### config.mk
export PLATFORM = sky130hd
export DESIGN_NAME = umstr_ethii_demux_flat
export DESIGN_NICKNAME = d
export VERILOG_FILES = /design/src/rtl/umstr_ethii_demux_if.sv /design/src/rtl/umstr_ethii_demux.sv /design/src/flat_wrapper.sv
export SDC_FILE = /design/constraint.sdc
export NUM_CORES = 1
export LEC_CHECK = 0
export ABC_CLOCK_PERIOD_IN_PS = 3220
export BUFFER_PORTS_ARGS = -buffer_cell sky130_fd_sc_hd__buf_2
export CAP_MARGIN = 10
export CELL_PAD_IN_SITES_DETAIL_PLACEMENT = 1
export CELL_PAD_IN_SITES_GLOBAL_PLACEMENT = 1
export CORE_AREA = 5 5 200 202
export CTS_CLUSTER_SIZE = 24
export DETAILED_ROUTE_END_ITERATION = 10
export DIE_AREA = 0 0 205 207
export MAX_ROUTING_LAYER = met4
export PLACE_DENSITY_LB_ADDON = 0.1
export SLEW_MARGIN = 20
export SYNTH_ARGS = -nofsm -noshare
export SYNTH_HDL_FRONTEND = slang
export SYNTH_SLANG_ARGS = --single-unit
### constraint.sdc
create_clock -name clk -period 3.22 [get_ports clk]
set_input_delay 0 -clock clk [delete_from_list [all_inputs] [get_ports clk]]
set_output_delay 0 -clock clk [all_outputs]
set_load 0.1 [all_outputs]
### src/rtl/umstr_ethii_demux_if.sv
// Signal bundle between the RX Ethernet II header parser, the EtherType demux
// and the ARP/IPv4 receive consumers. The slave modport is the demux side.
interface umstr_ethii_demux_if #(
  parameter int CNT_W = 16
);
  logic [47:0]      local_mac_i;
  logic [47:0]      hdr_mac_dest_i;
  logic [47:0]      hdr_mac_src_i;
  logic [15:0]      hdr_mac_type_i;
  logic             hdr_mac_vld_i;
  logic             hdr_mac_rdy_o;
  logic [31:0]      user_tdata_i;
  logic             user_tvld_i;
  logic             user_tlast_i;
  logic [3:0]       user_tkeep_i;
  logic             user_trdy_o;
  logic [47:0]      arp_mac_dest_o;
  logic [47:0]      arp_mac_src_o;
  logic [15:0]      arp_mac_type_o;
  logic             arp_mac_vld_o;
  logic             arp_mac_rdy_i;
  logic [31:0]      arp_tdata_o;
  logic             arp_tvld_o;
  logic             arp_tlast_o;
  logic [3:0]       arp_tkeep_o;
  logic             arp_trdy_i;
  logic [47:0]      ipv4_mac_dest_o;
  logic [47:0]      ipv4_mac_src_o;
  logic [15:0]      ipv4_mac_type_o;
  logic             ipv4_mac_vld_o;
  logic             ipv4_mac_rdy_i;
  logic [31:0]      ipv4_tdata_o;
  logic             ipv4_tvld_o;
  logic             ipv4_tlast_o;
  logic [3:0]       ipv4_tkeep_o;
  logic             ipv4_trdy_i;
  logic [CNT_W-1:0] drop_cnt_o;

  modport slave (
    input  local_mac_i, hdr_mac_dest_i, hdr_mac_src_i, hdr_mac_type_i, hdr_mac_vld_i,
    input  user_tdata_i, user_tvld_i, user_tlast_i, user_tkeep_i,
    input  arp_mac_rdy_i, arp_trdy_i, ipv4_mac_rdy_i, ipv4_trdy_i,
    output hdr_mac_rdy_o, user_trdy_o,
    output arp_mac_dest_o, arp_mac_src_o, arp_mac_type_o, arp_mac_vld_o,
    output arp_tdata_o, arp_tvld_o, arp_tlast_o, arp_tkeep_o,
    output ipv4_mac_dest_o, ipv4_mac_src_o, ipv4_mac_type_o, ipv4_mac_vld_o,
    output ipv4_tdata_o, ipv4_tvld_o, ipv4_tlast_o, ipv4_tkeep_o,
    output drop_cnt_o
  );

  modport master (
    output local_mac_i, hdr_mac_dest_i, hdr_mac_src_i, hdr_mac_type_i, hdr_mac_vld_i,
    output user_tdata_i, user_tvld_i, user_tlast_i, user_tkeep_i,
    output arp_mac_rdy_i, arp_trdy_i, ipv4_mac_rdy_i, ipv4_trdy_i,
    input  hdr_mac_rdy_o, user_trdy_o,
    input  arp_mac_dest_o, arp_mac_src_o, arp_mac_type_o, arp_mac_vld_o,
    input  arp_tdata_o, arp_tvld_o, arp_tlast_o, arp_tkeep_o,
    input  ipv4_mac_dest_o, ipv4_mac_src_o, ipv4_mac_type_o, ipv4_mac_vld_o,
    input  ipv4_tdata_o, ipv4_tvld_o, ipv4_tlast_o, ipv4_tkeep_o,
    input  drop_cnt_o
  );
endinterface

### src/rtl/umstr_ethii_demux.sv
// Ethernet II receive demux: filters on destination MAC and routes each frame
// by EtherType to the ARP or IPv4 consumer; everything else is dropped and counted.
module umstr_ethii_demux #(
  parameter logic [15:0] ETH_TYPE_ARP  = 16'h0806,
  parameter logic [15:0] ETH_TYPE_IPV4 = 16'h0800,
  parameter bit          MAC_FILTER_EN = 1'b1,
  parameter int          CNT_W         = 16
) (
  input logic                clk,
  input logic                reset_n,
  umstr_ethii_demux_if.slave bus
);

  typedef enum logic [2:0] {
    S_IDLE          = 3'd0,
    S_SEND_MAC_ARP  = 3'd1,
    S_SEND_PLD_ARP  = 3'd2,
    S_SEND_MAC_IPV4 = 3'd3,
    S_SEND_PLD_IPV4 = 3'd4,
    S_DROP          = 3'd5
  } state_t;

  localparam logic [47:0] MAC_BCAST = 48'hFFFF_FFFF_FFFF;

  state_t           r_state;
  state_t           w_state_nxt;
  logic             w_hdr_rdy;
  logic             w_user_trdy;
  logic             w_dest_match;
  logic             w_is_arp;
  logic             w_is_ipv4;
  logic             w_hdr_acc;
  logic             w_pld_rdy_arp;
  logic             w_pld_rdy_ipv4;
  logic             w_load_arp;
  logic             w_load_ipv4;
  logic [CNT_W-1:0] r_drop_cnt;

  logic [47:0] r_arp_dest, r_arp_src, r_ipv4_dest, r_ipv4_src;
  logic [15:0] r_arp_type, r_ipv4_type;
  logic [31:0] r_arp_tdata, r_ipv4_tdata;
  logic [3:0]  r_arp_tkeep, r_ipv4_tkeep;
  logic        r_arp_tlast, r_ipv4_tlast, r_arp_tvld, r_ipv4_tvld;

  assign w_dest_match = !MAC_FILTER_EN
                     || (bus.hdr_mac_dest_i == bus.local_mac_i)
                     || (bus.hdr_mac_dest_i == MAC_BCAST);
  assign w_is_arp     = w_dest_match && (bus.hdr_mac_type_i == ETH_TYPE_ARP);
  assign w_is_ipv4    = w_dest_match && (bus.hdr_mac_type_i == ETH_TYPE_IPV4);
  assign w_hdr_acc    = (r_state == S_IDLE) && bus.hdr_mac_vld_i;

  // An output register can take a new beat when empty or being emptied this cycle.
  assign w_pld_rdy_arp  = !r_arp_tvld  || bus.arp_trdy_i;
  assign w_pld_rdy_ipv4 = !r_ipv4_tvld || bus.ipv4_trdy_i;
  assign w_load_arp     = (r_state == S_SEND_PLD_ARP)  && bus.user_tvld_i && w_pld_rdy_arp;
  assign w_load_ipv4    = (r_state == S_SEND_PLD_IPV4) && bus.user_tvld_i && w_pld_rdy_ipv4;

  // NOTE: sequential state uses non-blocking assignments so every register
  // samples pre-edge values regardless of process evaluation order.
  always_ff @(posedge clk or negedge reset_n) begin
    if (!reset_n) r_state <= S_IDLE;
    else          r_state <= w_state_nxt;
  end

  // NOTE: every output of this block gets a default before the case, so no
  // path leaves a signal unassigned and no latch is inferred.
  always_comb begin
    w_state_nxt = r_state;
    w_hdr_rdy   = 1'b0;
    w_user_trdy = 1'b0;
    case (r_state)
      S_IDLE: begin
        w_hdr_rdy = 1'b1;
        if (bus.hdr_mac_vld_i) begin
          if (w_is_arp)       w_state_nxt = S_SEND_MAC_ARP;
          else if (w_is_ipv4) w_state_nxt = S_SEND_MAC_IPV4;
          else                w_state_nxt = S_DROP;
        end
      end
      S_SEND_MAC_ARP:  if (bus.arp_mac_rdy_i)  w_state_nxt = S_SEND_PLD_ARP;
      S_SEND_MAC_IPV4: if (bus.ipv4_mac_rdy_i) w_state_nxt = S_SEND_PLD_IPV4;
      S_SEND_PLD_ARP: begin
        w_user_trdy = w_pld_rdy_arp;
        if (w_load_arp && bus.user_tlast_i) w_state_nxt = S_IDLE;
      end
      S_SEND_PLD_IPV4: begin
        w_user_trdy = w_pld_rdy_ipv4;
        if (w_load_ipv4 && bus.user_tlast_i) w_state_nxt = S_IDLE;
      end
      S_DROP: begin
        w_user_trdy = 1'b1;
        if (bus.user_tvld_i && bus.user_tlast_i) w_state_nxt = S_IDLE;
      end
      default: w_state_nxt = S_IDLE;
    endcase
  end

  // NOTE: header and data registers are reset too, because their values are
  // visible on the ports and must read as zero after reset, not just be ignored.
  always_ff @(posedge clk or negedge reset_n) begin
    if (!reset_n) begin
      r_arp_dest  <= '0;
      r_arp_src   <= '0;
      r_arp_type  <= '0;
      r_ipv4_dest <= '0;
      r_ipv4_src  <= '0;
      r_ipv4_type <= '0;
    end else if (w_hdr_acc) begin
      if (w_is_arp) begin
        r_arp_dest <= bus.hdr_mac_dest_i;
        r_arp_src  <= bus.hdr_mac_src_i;
        r_arp_type <= bus.hdr_mac_type_i;
      end
      if (w_is_ipv4) begin
        r_ipv4_dest <= bus.hdr_mac_dest_i;
        r_ipv4_src  <= bus.hdr_mac_src_i;
        r_ipv4_type <= bus.hdr_mac_type_i;
      end
    end
  end

  // Output stages drain on their own, independent of the FSM state.
  always_ff @(posedge clk or negedge reset_n) begin
    if (!reset_n) begin
      r_arp_tdata <= '0;
      r_arp_tkeep <= '0;
      r_arp_tlast <= 1'b0;
      r_arp_tvld  <= 1'b0;
    end else if (w_load_arp) begin
      r_arp_tdata <= bus.user_tdata_i;
      r_arp_tkeep <= bus.user_tkeep_i;
      r_arp_tlast <= bus.user_tlast_i;
      r_arp_tvld  <= 1'b1;
    end else if (bus.arp_trdy_i) begin
      r_arp_tvld  <= 1'b0;
    end
  end

  always_ff @(posedge clk or negedge reset_n) begin
    if (!reset_n) begin
      r_ipv4_tdata <= '0;
      r_ipv4_tkeep <= '0;
      r_ipv4_tlast <= 1'b0;
      r_ipv4_tvld  <= 1'b0;
    end else if (w_load_ipv4) begin
      r_ipv4_tdata <= bus.user_tdata_i;
      r_ipv4_tkeep <= bus.user_tkeep_i;
      r_ipv4_tlast <= bus.user_tlast_i;
      r_ipv4_tvld  <= 1'b1;
    end else if (bus.ipv4_trdy_i) begin
      r_ipv4_tvld  <= 1'b0;
    end
  end

  always_ff @(posedge clk or negedge reset_n) begin
    if (!reset_n)
      r_drop_cnt <= '0;
    else if (w_hdr_acc && !w_is_arp && !w_is_ipv4 && (r_drop_cnt != '1))
      r_drop_cnt <= r_drop_cnt + CNT_W'(1);
  end

  assign bus.hdr_mac_rdy_o   = w_hdr_rdy;
  assign bus.user_trdy_o     = w_user_trdy;
  assign bus.arp_mac_vld_o   = (r_state == S_SEND_MAC_ARP);
  assign bus.ipv4_mac_vld_o  = (r_state == S_SEND_MAC_IPV4);
  assign bus.arp_mac_dest_o  = r_arp_dest;
  assign bus.arp_mac_src_o   = r_arp_src;
  assign bus.arp_mac_type_o  = r_arp_type;
  assign bus.ipv4_mac_dest_o = r_ipv4_dest;
  assign bus.ipv4_mac_src_o  = r_ipv4_src;
  assign bus.ipv4_mac_type_o = r_ipv4_type;
  assign bus.arp_tdata_o     = r_arp_tdata;
  assign bus.arp_tkeep_o     = r_arp_tkeep;
  assign bus.arp_tlast_o     = r_arp_tlast;
  assign bus.arp_tvld_o      = r_arp_tvld;
  assign bus.ipv4_tdata_o    = r_ipv4_tdata;
  assign bus.ipv4_tkeep_o    = r_ipv4_tkeep;
  assign bus.ipv4_tlast_o    = r_ipv4_tlast;
  assign bus.ipv4_tvld_o     = r_ipv4_tvld;
  assign bus.drop_cnt_o      = r_drop_cnt;

endmodule

### src/flat_wrapper.sv
// flat-port wrapper written by rule: the top's interface ports become plain ports
module umstr_ethii_demux_flat 
#(
  parameter logic [15:0] ETH_TYPE_ARP  = 16'h0806,
  parameter logic [15:0] ETH_TYPE_IPV4 = 16'h0800,
  parameter bit          MAC_FILTER_EN = 1'b1,
  parameter int          CNT_W         = 16
)
  (clk, reset_n, bus_local_mac_i, bus_hdr_mac_dest_i, bus_hdr_mac_src_i, bus_hdr_mac_type_i, bus_hdr_mac_vld_i, bus_user_tdata_i, bus_user_tvld_i, bus_user_tlast_i, bus_user_tkeep_i, bus_arp_mac_rdy_i, bus_arp_trdy_i, bus_ipv4_mac_rdy_i, bus_ipv4_trdy_i, bus_hdr_mac_rdy_o, bus_user_trdy_o, bus_arp_mac_dest_o, bus_arp_mac_src_o, bus_arp_mac_type_o, bus_arp_mac_vld_o, bus_arp_tdata_o, bus_arp_tvld_o, bus_arp_tlast_o, bus_arp_tkeep_o, bus_ipv4_mac_dest_o, bus_ipv4_mac_src_o, bus_ipv4_mac_type_o, bus_ipv4_mac_vld_o, bus_ipv4_tdata_o, bus_ipv4_tvld_o, bus_ipv4_tlast_o, bus_ipv4_tkeep_o, bus_drop_cnt_o);
  umstr_ethii_demux_if #(.CNT_W(CNT_W)) bus_i ();
  input logic clk;
  input logic reset_n;
  input wire logic [$bits(bus_i.local_mac_i)-1:0] bus_local_mac_i;
  input wire logic [$bits(bus_i.hdr_mac_dest_i)-1:0] bus_hdr_mac_dest_i;
  input wire logic [$bits(bus_i.hdr_mac_src_i)-1:0] bus_hdr_mac_src_i;
  input wire logic [$bits(bus_i.hdr_mac_type_i)-1:0] bus_hdr_mac_type_i;
  input wire logic [$bits(bus_i.hdr_mac_vld_i)-1:0] bus_hdr_mac_vld_i;
  input wire logic [$bits(bus_i.user_tdata_i)-1:0] bus_user_tdata_i;
  input wire logic [$bits(bus_i.user_tvld_i)-1:0] bus_user_tvld_i;
  input wire logic [$bits(bus_i.user_tlast_i)-1:0] bus_user_tlast_i;
  input wire logic [$bits(bus_i.user_tkeep_i)-1:0] bus_user_tkeep_i;
  input wire logic [$bits(bus_i.arp_mac_rdy_i)-1:0] bus_arp_mac_rdy_i;
  input wire logic [$bits(bus_i.arp_trdy_i)-1:0] bus_arp_trdy_i;
  input wire logic [$bits(bus_i.ipv4_mac_rdy_i)-1:0] bus_ipv4_mac_rdy_i;
  input wire logic [$bits(bus_i.ipv4_trdy_i)-1:0] bus_ipv4_trdy_i;
  output wire logic [$bits(bus_i.hdr_mac_rdy_o)-1:0] bus_hdr_mac_rdy_o;
  output wire logic [$bits(bus_i.user_trdy_o)-1:0] bus_user_trdy_o;
  output wire logic [$bits(bus_i.arp_mac_dest_o)-1:0] bus_arp_mac_dest_o;
  output wire logic [$bits(bus_i.arp_mac_src_o)-1:0] bus_arp_mac_src_o;
  output wire logic [$bits(bus_i.arp_mac_type_o)-1:0] bus_arp_mac_type_o;
  output wire logic [$bits(bus_i.arp_mac_vld_o)-1:0] bus_arp_mac_vld_o;
  output wire logic [$bits(bus_i.arp_tdata_o)-1:0] bus_arp_tdata_o;
  output wire logic [$bits(bus_i.arp_tvld_o)-1:0] bus_arp_tvld_o;
  output wire logic [$bits(bus_i.arp_tlast_o)-1:0] bus_arp_tlast_o;
  output wire logic [$bits(bus_i.arp_tkeep_o)-1:0] bus_arp_tkeep_o;
  output wire logic [$bits(bus_i.ipv4_mac_dest_o)-1:0] bus_ipv4_mac_dest_o;
  output wire logic [$bits(bus_i.ipv4_mac_src_o)-1:0] bus_ipv4_mac_src_o;
  output wire logic [$bits(bus_i.ipv4_mac_type_o)-1:0] bus_ipv4_mac_type_o;
  output wire logic [$bits(bus_i.ipv4_mac_vld_o)-1:0] bus_ipv4_mac_vld_o;
  output wire logic [$bits(bus_i.ipv4_tdata_o)-1:0] bus_ipv4_tdata_o;
  output wire logic [$bits(bus_i.ipv4_tvld_o)-1:0] bus_ipv4_tvld_o;
  output wire logic [$bits(bus_i.ipv4_tlast_o)-1:0] bus_ipv4_tlast_o;
  output wire logic [$bits(bus_i.ipv4_tkeep_o)-1:0] bus_ipv4_tkeep_o;
  output wire logic [$bits(bus_i.drop_cnt_o)-1:0] bus_drop_cnt_o;
  assign bus_i.local_mac_i = bus_local_mac_i;
  assign bus_i.hdr_mac_dest_i = bus_hdr_mac_dest_i;
  assign bus_i.hdr_mac_src_i = bus_hdr_mac_src_i;
  assign bus_i.hdr_mac_type_i = bus_hdr_mac_type_i;
  assign bus_i.hdr_mac_vld_i = bus_hdr_mac_vld_i;
  assign bus_i.user_tdata_i = bus_user_tdata_i;
  assign bus_i.user_tvld_i = bus_user_tvld_i;
  assign bus_i.user_tlast_i = bus_user_tlast_i;
  assign bus_i.user_tkeep_i = bus_user_tkeep_i;
  assign bus_i.arp_mac_rdy_i = bus_arp_mac_rdy_i;
  assign bus_i.arp_trdy_i = bus_arp_trdy_i;
  assign bus_i.ipv4_mac_rdy_i = bus_ipv4_mac_rdy_i;
  assign bus_i.ipv4_trdy_i = bus_ipv4_trdy_i;
  assign bus_hdr_mac_rdy_o = bus_i.hdr_mac_rdy_o;
  assign bus_user_trdy_o = bus_i.user_trdy_o;
  assign bus_arp_mac_dest_o = bus_i.arp_mac_dest_o;
  assign bus_arp_mac_src_o = bus_i.arp_mac_src_o;
  assign bus_arp_mac_type_o = bus_i.arp_mac_type_o;
  assign bus_arp_mac_vld_o = bus_i.arp_mac_vld_o;
  assign bus_arp_tdata_o = bus_i.arp_tdata_o;
  assign bus_arp_tvld_o = bus_i.arp_tvld_o;
  assign bus_arp_tlast_o = bus_i.arp_tlast_o;
  assign bus_arp_tkeep_o = bus_i.arp_tkeep_o;
  assign bus_ipv4_mac_dest_o = bus_i.ipv4_mac_dest_o;
  assign bus_ipv4_mac_src_o = bus_i.ipv4_mac_src_o;
  assign bus_ipv4_mac_type_o = bus_i.ipv4_mac_type_o;
  assign bus_ipv4_mac_vld_o = bus_i.ipv4_mac_vld_o;
  assign bus_ipv4_tdata_o = bus_i.ipv4_tdata_o;
  assign bus_ipv4_tvld_o = bus_i.ipv4_tvld_o;
  assign bus_ipv4_tlast_o = bus_i.ipv4_tlast_o;
  assign bus_ipv4_tkeep_o = bus_i.ipv4_tkeep_o;
  assign bus_drop_cnt_o = bus_i.drop_cnt_o;
  umstr_ethii_demux #(.ETH_TYPE_ARP(ETH_TYPE_ARP), .ETH_TYPE_IPV4(ETH_TYPE_IPV4), .MAC_FILTER_EN(MAC_FILTER_EN), .CNT_W(CNT_W)) u_core (.clk(clk), .reset_n(reset_n), .bus(bus_i));
endmodule
==> run metrics, run 1 <==
number of distinct library cells after synthesis=35; Leakage Power=10.2 nW; max-slew violation count=0; WHS Path Cells=5; share of layout cells above drive strength 1=49.4%; I/O pin total=525; start point of the critical path=bus_hdr_mac_dest_i[31]; final setup vio count=0; max-cap violation count=0; number of setup buffers added after CTS=0; clock-pin slew of the registers on the worst-case setup and hold paths=0.05 ns; area taken by multi-input logic gates=4400 sq um; synthesized area=12,600 sq um; post-synthesis sequential element count=319; drt first pass iters=4; worst slew margin relative to its limit=45.4%; insertion delay to the later sink of the worst-skew pair=0.53 ns; largest net degree at the start of global routing=100; global-route wire length before repair=65.4 mm; slew at the pin closest to its max-slew limit=0.819 ns; via/cell ratio=4.58; number of global-route vias before repair=10,584; initial standard-cell utilization of the core=33.1%; share of synthesized area occupied by flip-flops and latches=63.4%; class of the most critical setup path=in -> reg; Post-Layout Cell Count=2,049; initial antenna violation count=2; Synth top cells by count=dfrtp_1 (319), mux2_2 (153), mux2_1 (114); Iteration-0 DRC Markers=240; Reg2Reg Depth=6; most common flop cell mapped by yosys=dfrtp_1; count of flip-flops with a built-in enable after synthesis=0; Hold Path Origin=bus_arp_mac_rdy_i; crit path DAT=3.31 ns; beginning of the worst register-to-register path=u_core.bus.drop_cnt_o[7]; final weighted congestion in routability-driven placement=0.829; clock skew=0.0188 ns; final layout net count=1,711; Final period util=90.1%; per-cell routed wire length=21.0 microns; global-route total usage across every layer=20.5%; Final Util=48.6%; worst ir drop on vdd=1.91 mV; crit path max fanout=45; clock tree from TritonCTS=done; Port Buffers=524; Setup TNS=0 ns; Die Y-Extent=207 microns; path class of the lowest-slack min-delay path=in -> reg; CTS Sinks=319; area added between synthesis and finish=47.0%; register cell area after layout=7980 sq um; CTS H-tree depth=2; syn_nets=1,031; number of instances in the placed design=1,844; TritonCTS Buffers=38; highest clock rate=0.345 GHz; clock tree root buffer cell=clkbuf_16; total gr overflow=0; Min-Delay Endpoint=u_core.r_state[1]; DRT Wirelength=43.1 mm; cell taking the most area after synthesis=dfrtp_1; reg2reg setup slack=0.80 ns; Detail Placement HPWL=31.6 mm; share of Yosys cell area claimed by the top area cell type=63.4%; number of buffers between clock root and the deepest sink=3; mean cell area of the mapped netlist=15.3 sq um; count of synthesis-stage warnings from yosys=0; Core Box Area=38,100 sq um; Final Hold Vio Count=0; number of vias after detailed routing=9,386; post-route minimum period=2.90 ns; post-detailed-route count of antenna-violating nets=0; reg-to-reg critical path endpoint=u_core.bus.drop_cnt_o[1]; FILL cells=4,043; total die area=42,400 sq um; standard-cell rows=72; Setup crit end kind=flop; outcome=finished clean; cell with the most instances after synthesis=dfrtp_1; data required time at the worst endpoint=3.63 ns; largest cells by area after synthesis=dfrtp_1 (63%), mux2_2 (14%), mux2_1 (10%); Synth async-reset ratio=100%; overall die width=205 microns; kind of launch point of the worst setup path=input pin; RSZ-0062 raised after global routing=no; Residual DRC=0; power per unit of standard cell area=814 nW/um^2; Cells after Synth=825
[stage by stage]
| stage | hold slack, ns | total power [mW] | cell area [sq um] | setup slack (ns) |
|---|---|---|---|---|
| 2_1_floorplan | -0.296 | 9.62 | 12600 | 0.246 |
| 3_3_place_gp | 0.125 | 10.8 | 15900 | 0.273 |
| 3_5_place_dp | 0.116 | 10.9 | 15900 | 0.259 |
| 4_1_cts | 0.00105 | 15.3 | 18500 | 0.284 |
| 5_1_grt | 0.110 | 15.6 | 18500 | 0.199 |
| 6_report | 0.0272 | 15.1 | 18500 | 0.318 |
[state kept, by name, indices dropped and copies added (netlist names), 4 cells and up]
name / cells
u_core.bus.arp_mac_dest_o: 48
u_core.bus.arp_mac_src_o: 48
u_core.bus.ipv4_mac_dest_o: 48
u_core.bus.ipv4_mac_src_o: 48
u_core.bus.arp_tdata_o: 32
u_core.bus.ipv4_tdata_o: 32
u_core.bus.arp_mac_type_o: 16
u_core.bus.drop_cnt_o: 16
u_core.bus.ipv4_mac_type_o: 16
u_core.bus.arp_tkeep_o: 4
u_core.bus.ipv4_tkeep_o: 4
[routing by layer]
metal,global-route usage [%],routed length (microns),part of all wire [%],vias to the layer above
met1,24.2,17400,40,4728
li1,-,-,-,4259
met5,-,0,0,-
met4,7.35,1410,3.3,0
met2,33.0,20700,48,331
met3,6.44,3540,8.2,68
[layout by cell type, fill, tap and decap left out, types with 2 or more instances in the layout]
cell type,n
bufinv_16,2
buf_2,523
nor4_1,17
a21oi_1,4
dfrtp_1,319
a31oi_1,2
nand4_1,24
and2_1,31
o21ai_0,4
clkbuf_16,39
clkinv_2,3
dlygate4sd3_1,139
clkbuf_1,10
clkinvlp_4,2
xnor2_1,14
nand2b_1,8
and4_1,2
nor2_1,5
buf_4,9
xor2_1,49
mux2_2,153
nand2_1,9
mux2_1,114
diode_2,2
clkbuf_8,7
and3_1,6
nor2b_1,2
nand3_1,7
or3_4,2
buf_12,9
[worst max-delay path by stage]
| stage | to | slack, ns | cells after the start |
|---|---|---|---|
| after floorplan | u_core.bus.drop_cnt_o[8] | 0.25 | 8 |
| after global placement | u_core.bus.arp_mac_src_o[5] | 0.27 | 11 |
| after detailed placement | u_core.bus.arp_mac_src_o[3] | 0.26 | 11 |
| after CTS | u_core.bus.arp_mac_src_o[43] | 0.28 | 12 |
| after global routing | u_core.bus.arp_mac_src_o[39] | 0.20 | 12 |
| final | u_core.bus.arp_mac_src_o[5] | 0.32 | 12 |
[layout make-up]
type,instances,share of cell area (%)
Clock buffer,56,5.99
Tap cell,518,3.50
Clock inverter,8,0.534
Inverter,1,0.0203
Timing Repair Buffer,681,23.1
Multi-Input combinational cell,464,23.7
Antenna cell,2,0.0270
Sequential cell,319,43.1
[worst max-delay path: stages]
cell	delay, ns
dlygate4sd3_1	0.54
buf_2	0.18
xor2_1	0.15
nor4_1	0.52
buf_4	0.21
nand4_1	0.10
o31ai_2	0.32
buf_4	0.19
nand2b_1	0.07
or3_4	0.43
buf_12	0.21
mux2_1	0.34
[power by group]
group | switching, mW | internal, mW | leakage, nW
clock | 1.63 | 2.54 | 0.588
sequential | 0.316 | 4.54 | 4.30
combinational | 4.90 | 1.14 | 5.35
total | 6.86 | 8.21 | 10.2
[kinds of logic (layout without fill, tap and decap cells)]
kind of cell | count (synthesis) | count (layout) | synth area share, %
compound gates | 15 | 15 | 0.795
xor+xnor | 63 | 63 | 4.38
fa+ha+maj | 1 | 1 | 0.0993
buf+inv | 42 | 746 | 1.92
flops | 319 | 319 | 63.4
mux | 267 | 267 | 23.9
other cells | 0 | 2 | 0
simple gates | 118 | 118 | 5.57
[timing repair]
action | in CTS | in global routing
hold endpoints to repair | 363 | 0
hold buffers | 139 | 0
gates resized for setup | 0 | 0
No activity file was read; power rests on OpenSTA's default activity.
==> run 2: changes to the inputs <==
--- a/config.mk
+++ b/config.mk
@@ -8,7 +8,7 @@
 export ABC_CLOCK_PERIOD_IN_PS = 3220
 export BUFFER_PORTS_ARGS = -buffer_cell sky130_fd_sc_hd__buf_2
 export CAP_MARGIN = 10
-export CELL_PAD_IN_SITES_DETAIL_PLACEMENT = 1
+export CELL_PAD_IN_SITES_DETAIL_PLACEMENT = 0
 export CELL_PAD_IN_SITES_GLOBAL_PLACEMENT = 1
 export CORE_AREA = 5 5 200 202
 export CTS_CLUSTER_SIZE = 24
==> run metrics, run 2 (synthesized netlist as in run 1, its figures left out) <==
initial antenna violation count=1; clock tree root buffer cell=clkbuf_16; drt first pass iters=4; slew at the pin closest to its max-slew limit=0.841 ns; Leakage Power=10.2 nW; post-detailed-route count of antenna-violating nets=0; Final period util=88.4%; Min-Delay Endpoint=u_core.r_state[1]; overall die width=205 microns; I/O pin total=525; global-route wire length before repair=63.6 mm; most frequent cells in the layout=buf_2 (523), dfrtp_1 (319), mux2_2 (153); Hold Path Origin=bus_arp_mac_rdy_i; Setup TNS=0 ns; CTS Sinks=319; Post-Layout Cell Count=2,046; TritonCTS Buffers=37; Iteration-0 DRC Markers=308; Core Box Area=38,100 sq um; most common cell after layout, fill and taps aside=buf_2; Reg2Reg Depth=6; final weighted congestion in routability-driven placement=0.829; total die area=42,400 sq um; final setup vio count=0; total gr overflow=0; Die Y-Extent=207 microns; final layout net count=1,710; max-slew violation count=0; number of setup buffers added after CTS=0; standard-cell rows=72; initial standard-cell utilization of the core=33.1%; Detail Placement HPWL=30.4 mm; max-cap violation count=0; Final Hold Vio Count=0; per-cell routed wire length=20.3 microns; DRT Wirelength=41.6 mm; worst ir drop on vdd=1.74 mV; crit path max fanout=45; number of buffers between clock root and the deepest sink=3; RSZ-0062 raised after global routing=no; clock tree from TritonCTS=done; Residual DRC=0; kind of launch point of the worst setup path=input pin; post-route minimum period=2.85 ns; beginning of the worst register-to-register path=u_core.bus.drop_cnt_o[7]; number of global-route vias before repair=10,355; WHS Path Cells=5; Port Buffers=524; highest clock rate=0.351 GHz; Final Util=48.5%; data required time at the worst endpoint=3.63 ns; power per unit of standard cell area=808 nW/um^2; number of instances in the placed design=1,844; worst slew margin relative to its limit=43.9%; number of vias after detailed routing=9,280; reg2reg setup slack=0.79 ns; via/cell ratio=4.54; clock-pin slew of the registers on the worst-case setup and hold paths=0.06 ns; insertion delay to the later sink of the worst-skew pair=0.53 ns; Setup crit end kind=flop; CTS H-tree depth=2; path class of the lowest-slack min-delay path=in -> reg; largest net degree at the start of global routing=100; FILL cells=3,489; class of the most critical setup path=in -> reg; share of layout cells above drive strength 1=49.2%; global-route total usage across every layer=19.8%; area added between synthesis and finish=46.7%; crit path DAT=3.25 ns; clock skew=0.0165 ns; reg-to-reg critical path endpoint=u_core.bus.drop_cnt_o[1]; outcome=finished clean
run 2: changes by cell type in the layout (fill, tap and decap cells not counted), sizes merged:
| cell | change |
|---|---|
| bufinv | -1 |
| diode | -1 |
| clkinvlp | -2 |
| inv | -1 |
| clkbuf | +2 |
run 2: how the worst max path moves through the flow:
stage,from,to,slack [ns]
after floorplan,u_core.r_state[1],u_core.bus.drop_cnt_o[8],0.25
after global placement,bus_hdr_mac_dest_i[26],u_core.bus.arp_mac_src_o[5],0.27
after detailed placement,bus_hdr_mac_dest_i[26],u_core.bus.arp_mac_src_o[40],0.24
after CTS,bus_hdr_mac_dest_i[26],u_core.bus.arp_mac_src_o[43],0.28
after global routing,bus_hdr_mac_dest_i[26],u_core.bus.arp_mac_src_o[46],0.15
final,bus_hdr_mac_dest_i[26],u_core.bus.arp_mac_src_o[43],0.37
run 2: metal layers:
layer / vias up / part of all wire (%) / track usage [%]
met1: 4593 / 41 / 24.3
li1: 4279 / - / -
met2: 342 / 47 / 31.7
met4: 0 / 3.0 / 6.35
met3: 66 / 8.1 / 5.86
met5: - / 0 / -
run 2: stage by stage:
| step | hold slack (ns) | setup slack, ns | total power [mW] | cell area, sq um |
|---|---|---|---|---|
| floorplan | -0.296 | 0.246 | 9.62 | 12600 |
| global placement | 0.125 | 0.273 | 10.8 | 15900 |
| finish | 0.0636 | 0.373 | 14.9 | 18500 |
| global route | 0.118 | 0.148 | 15.5 | 18500 |
| CTS | 0.0288 | 0.275 | 15.1 | 18500 |
| detailed placement | 0.109 | 0.244 | 10.8 | 15900 |
run 2: power breakdown:
| part | internal [mW] | leakage, nW | switching [mW] | total (mW) |
|---|---|---|---|---|
| Sequential | 4.54 | 4.30 | 0.313 | 4.85 |
| Combinational | 1.14 | 5.35 | 4.88 | 6.02 |
| Clock | 2.45 | 0.575 | 1.61 | 4.05 |
| Total | 8.12 | 10.2 | 6.80 | 14.9 |
run 2: what timing repair did:
action | 4_1_cts | 5_1_grt
endpoints found under the setup margin | 0 | 0
resized for setup | 0 | 0
hold endpoints to repair | 363 | 0
hold buffers | 139 | 0
run 2: final cells by class:
type                            count  area, sq um  area share [%]
Tap cell                          518          648            3.51
Antenna cell                        1         2.50          0.0135
Inverter                            1         3.75          0.0203
Timing Repair Buffer              681         4270            23.1
Multi-Input combinational cell    464         4400            23.8
Clock inverter                      4         56.3           0.305
Sequential cell                   319         7980            43.2
Clock buffer                       58         1120            6.04
run 2: worst max-delay path: stages:
cell,delay [ns]
dlygate4sd3_1,0.53
buf_2,0.16
xor2_1,0.14
nor4_1,0.52
buf_4,0.20
nand4_1,0.09
o31ai_2,0.32
buf_4,0.19
nand2b_1,0.07
or3_4,0.43
buf_12,0.21
mux2_1,0.34
==> run 3: changes to the inputs <==
--- a/config.mk
+++ b/config.mk
@@ -5,7 +5,7 @@
 export SDC_FILE = /design/constraint.sdc
 export NUM_CORES = 1
 export LEC_CHECK = 0
-export ABC_CLOCK_PERIOD_IN_PS = 3220
+export ABC_CLOCK_PERIOD_IN_PS = 2720
 export BUFFER_PORTS_ARGS = -buffer_cell sky130_fd_sc_hd__buf_2
 export CAP_MARGIN = 10
 export CELL_PAD_IN_SITES_DETAIL_PLACEMENT = 0
==> constraint.sdc (replaced) <==
create_clock -name clk -period 2.72 [get_ports clk]
set_input_delay 0 -clock clk [delete_from_list [all_inputs] [get_ports clk]]
set_output_delay 0 -clock clk [all_outputs]
set_load 0.1 [all_outputs]
==> run metrics, run 3 (synthesized netlist as in run 1, its figures left out) <==
crit path setup slack, layout=0.115 ns; initial antenna violation count=3; count of cells resized by post-cts repair=0; most frequent cells in the layout=buf_2 (523), dfrtp_1 (317), mux2_2 (153); total die area=42,400 sq um; TritonCTS Buffers=38; Internal Power=9.85 mW; number of vias after detailed routing=9,375; initial standard-cell utilization of the core=33.1%; global-route wire length before repair=65.6 mm; share of total power in the clock network=28.3%; Power, Total=18.0 mW; share of layout cells above drive strength 1=50.0%; number of global-route vias before repair=10,395; path class of the lowest-slack min-delay path=in -> async; area taken by multi-input logic gates=4400 sq um; global-route total usage across every layer=20.7%; highest clock rate=0.384 GHz; I/O pin total=525; reg-to-reg critical path endpoint=u_core.bus.drop_cnt_o[1]; crit path DAT=3.01 ns; number of buffers between clock root and the deepest sink=3; Die Y-Extent=207 microns; clock tree from TritonCTS=done; critical-path cell with the highest stage delay=dlygate4sd3_1; post-route minimum period=2.61 ns; CTS Sinks=319; crit path max fanout=32; reg2reg setup slack=0.59 ns; Final Hold Vio Count=0; overall die width=205 microns; Detail Placement HPWL=32.8 mm; Finished Cell Area=18,600 sq um; clock-pin slew of the registers on the worst-case setup and hold paths=0.06 ns; standard-cell rows=72; Final Util=48.9%; area added between synthesis and finish=48.0%; outcome=finished clean; clock skew=0.0112 ns; DRT Wirelength=43.4 mm; switching component of the power=8.13 mW; Final period util=95.8%; FILL cells=3,523; most common cell after layout, fill and taps aside=buf_2; max-cap violation count=0; kind of launch point of the worst setup path=input pin; critical-path cell list=dlygate4sd3_1 -> buf_2 -> xor2_1 -> nor4_1 -> buf_4 -> nand4_1 -> o31ai_2 -> nand2b_1 -> or3_4 -> buf_12 -> mux2_1; Setup crit end kind=flop; max-slew violation count=0; slew at the pin closest to its max-slew limit=0.718 ns; pre-CTS WS=0.129 ns; Reg2Reg Depth=7; switching part of the total=45.2%; post-detailed-route count of antenna-violating nets=0; power per unit of standard cell area=964 nW/um^2; Iteration-0 DRC Markers=324; final layout net count=1,722; Critical Path End=u_core.bus.ipv4_mac_dest_o[20]; register share of total power=31.9%; final hold slack=0.0397 ns; clock tree root buffer cell=clkbuf_16; number of setup buffers added after CTS=0; worst slew margin relative to its limit=52.1%; total gr overflow=0; via/cell ratio=4.54; final setup vio count=0; worst ir drop on vdd=1.38 mV; total cell area at the placement stage=16,000 sq um; Core Box Area=38,100 sq um; register cell area after layout=7990 sq um; Residual DRC=0; drt first pass iters=4; number of instances in the placed design=1,854; Setup TNS=0 ns; final weighted congestion in routability-driven placement=0.860; number of hold buffers added after cts=140; beginning of the worst register-to-register path=u_core.bus.drop_cnt_o[8]; insertion delay to the later sink of the worst-skew pair=0.53 ns; RSZ-0062 raised after global routing=no; CTS H-tree depth=2; Leakage Power=10.3 nW; largest net degree at the start of global routing=78; start point of the critical path=bus_hdr_mac_dest_i[21]; critical path's largest stage delay=0.55 ns; data required time at the worst endpoint=3.12 ns; Post-Layout Cell Count=2,064; per-cell routed wire length=21.0 microns; Port Buffers=524; class of the most critical setup path=in -> reg; combinational power share=39.8%
## run 3: per-layer routing
metal / GRT usage (%) / share of wire, %
met5: - / 0
met4: 6.86 / 3.1
met3: 6.13 / 8.3
met2: 33.6 / 48
met1: 24.8 / 40
## run 3: cell type report
| type | count | share of cell area [%] |
|---|---|---|
| Sequential cell | 319 | 42.8 |
| Multi-Input combinational cell | 464 | 23.6 |
| Timing Repair Buffer | 692 | 23.2 |
| Inverter | 1 | 0.0201 |
| Clock buffer | 57 | 6.20 |
| Clock inverter | 10 | 0.571 |
| Antenna cell | 3 | 0.0403 |
| Tap cell | 518 | 3.48 |
## run 3: worst min path at each step
stage               startpoint                       endpoint  slack, ns  depth (start not counted)
finish                 reset_n   u_core.bus.arp_mac_dest_o[8]       0.04                          2
global route           reset_n   u_core.bus.arp_mac_dest_o[8]       0.08                          2
CTS                    reset_n   u_core.bus.arp_mac_dest_o[8]       0.08                          2
detailed placement     reset_n   u_core.bus.arp_mac_dest_o[8]       0.06                          1
global placement       reset_n  u_core.bus.ipv4_mac_dest_o[8]       0.06                          1
floorplan              reset_n   u_core.bus.arp_mac_dest_o[0]      -0.30                          0
## run 3: power by group through the flow
stage / combinational [mW] / sequential, mW / clock [mW]
after floorplan: 1.28 / 10.1 / 0
after global placement: 7.04 / 5.79 / 0
after detailed placement: 7.05 / 5.80 / 0
after CTS: 7.22 / 5.73 / 5.25
after global routing: 7.40 / 5.81 / 5.45
final: 7.16 / 5.73 / 5.09
## run 3: critical path: cells and delay by family
family	cells	cell delay [ns]
AOI/OAI and AO/OA	1	0.29
xor gates and xnor gates	1	0.17
buffers and inverters	4	1.11
muxes	1	0.33
and+or+nand+nor	4	1.09
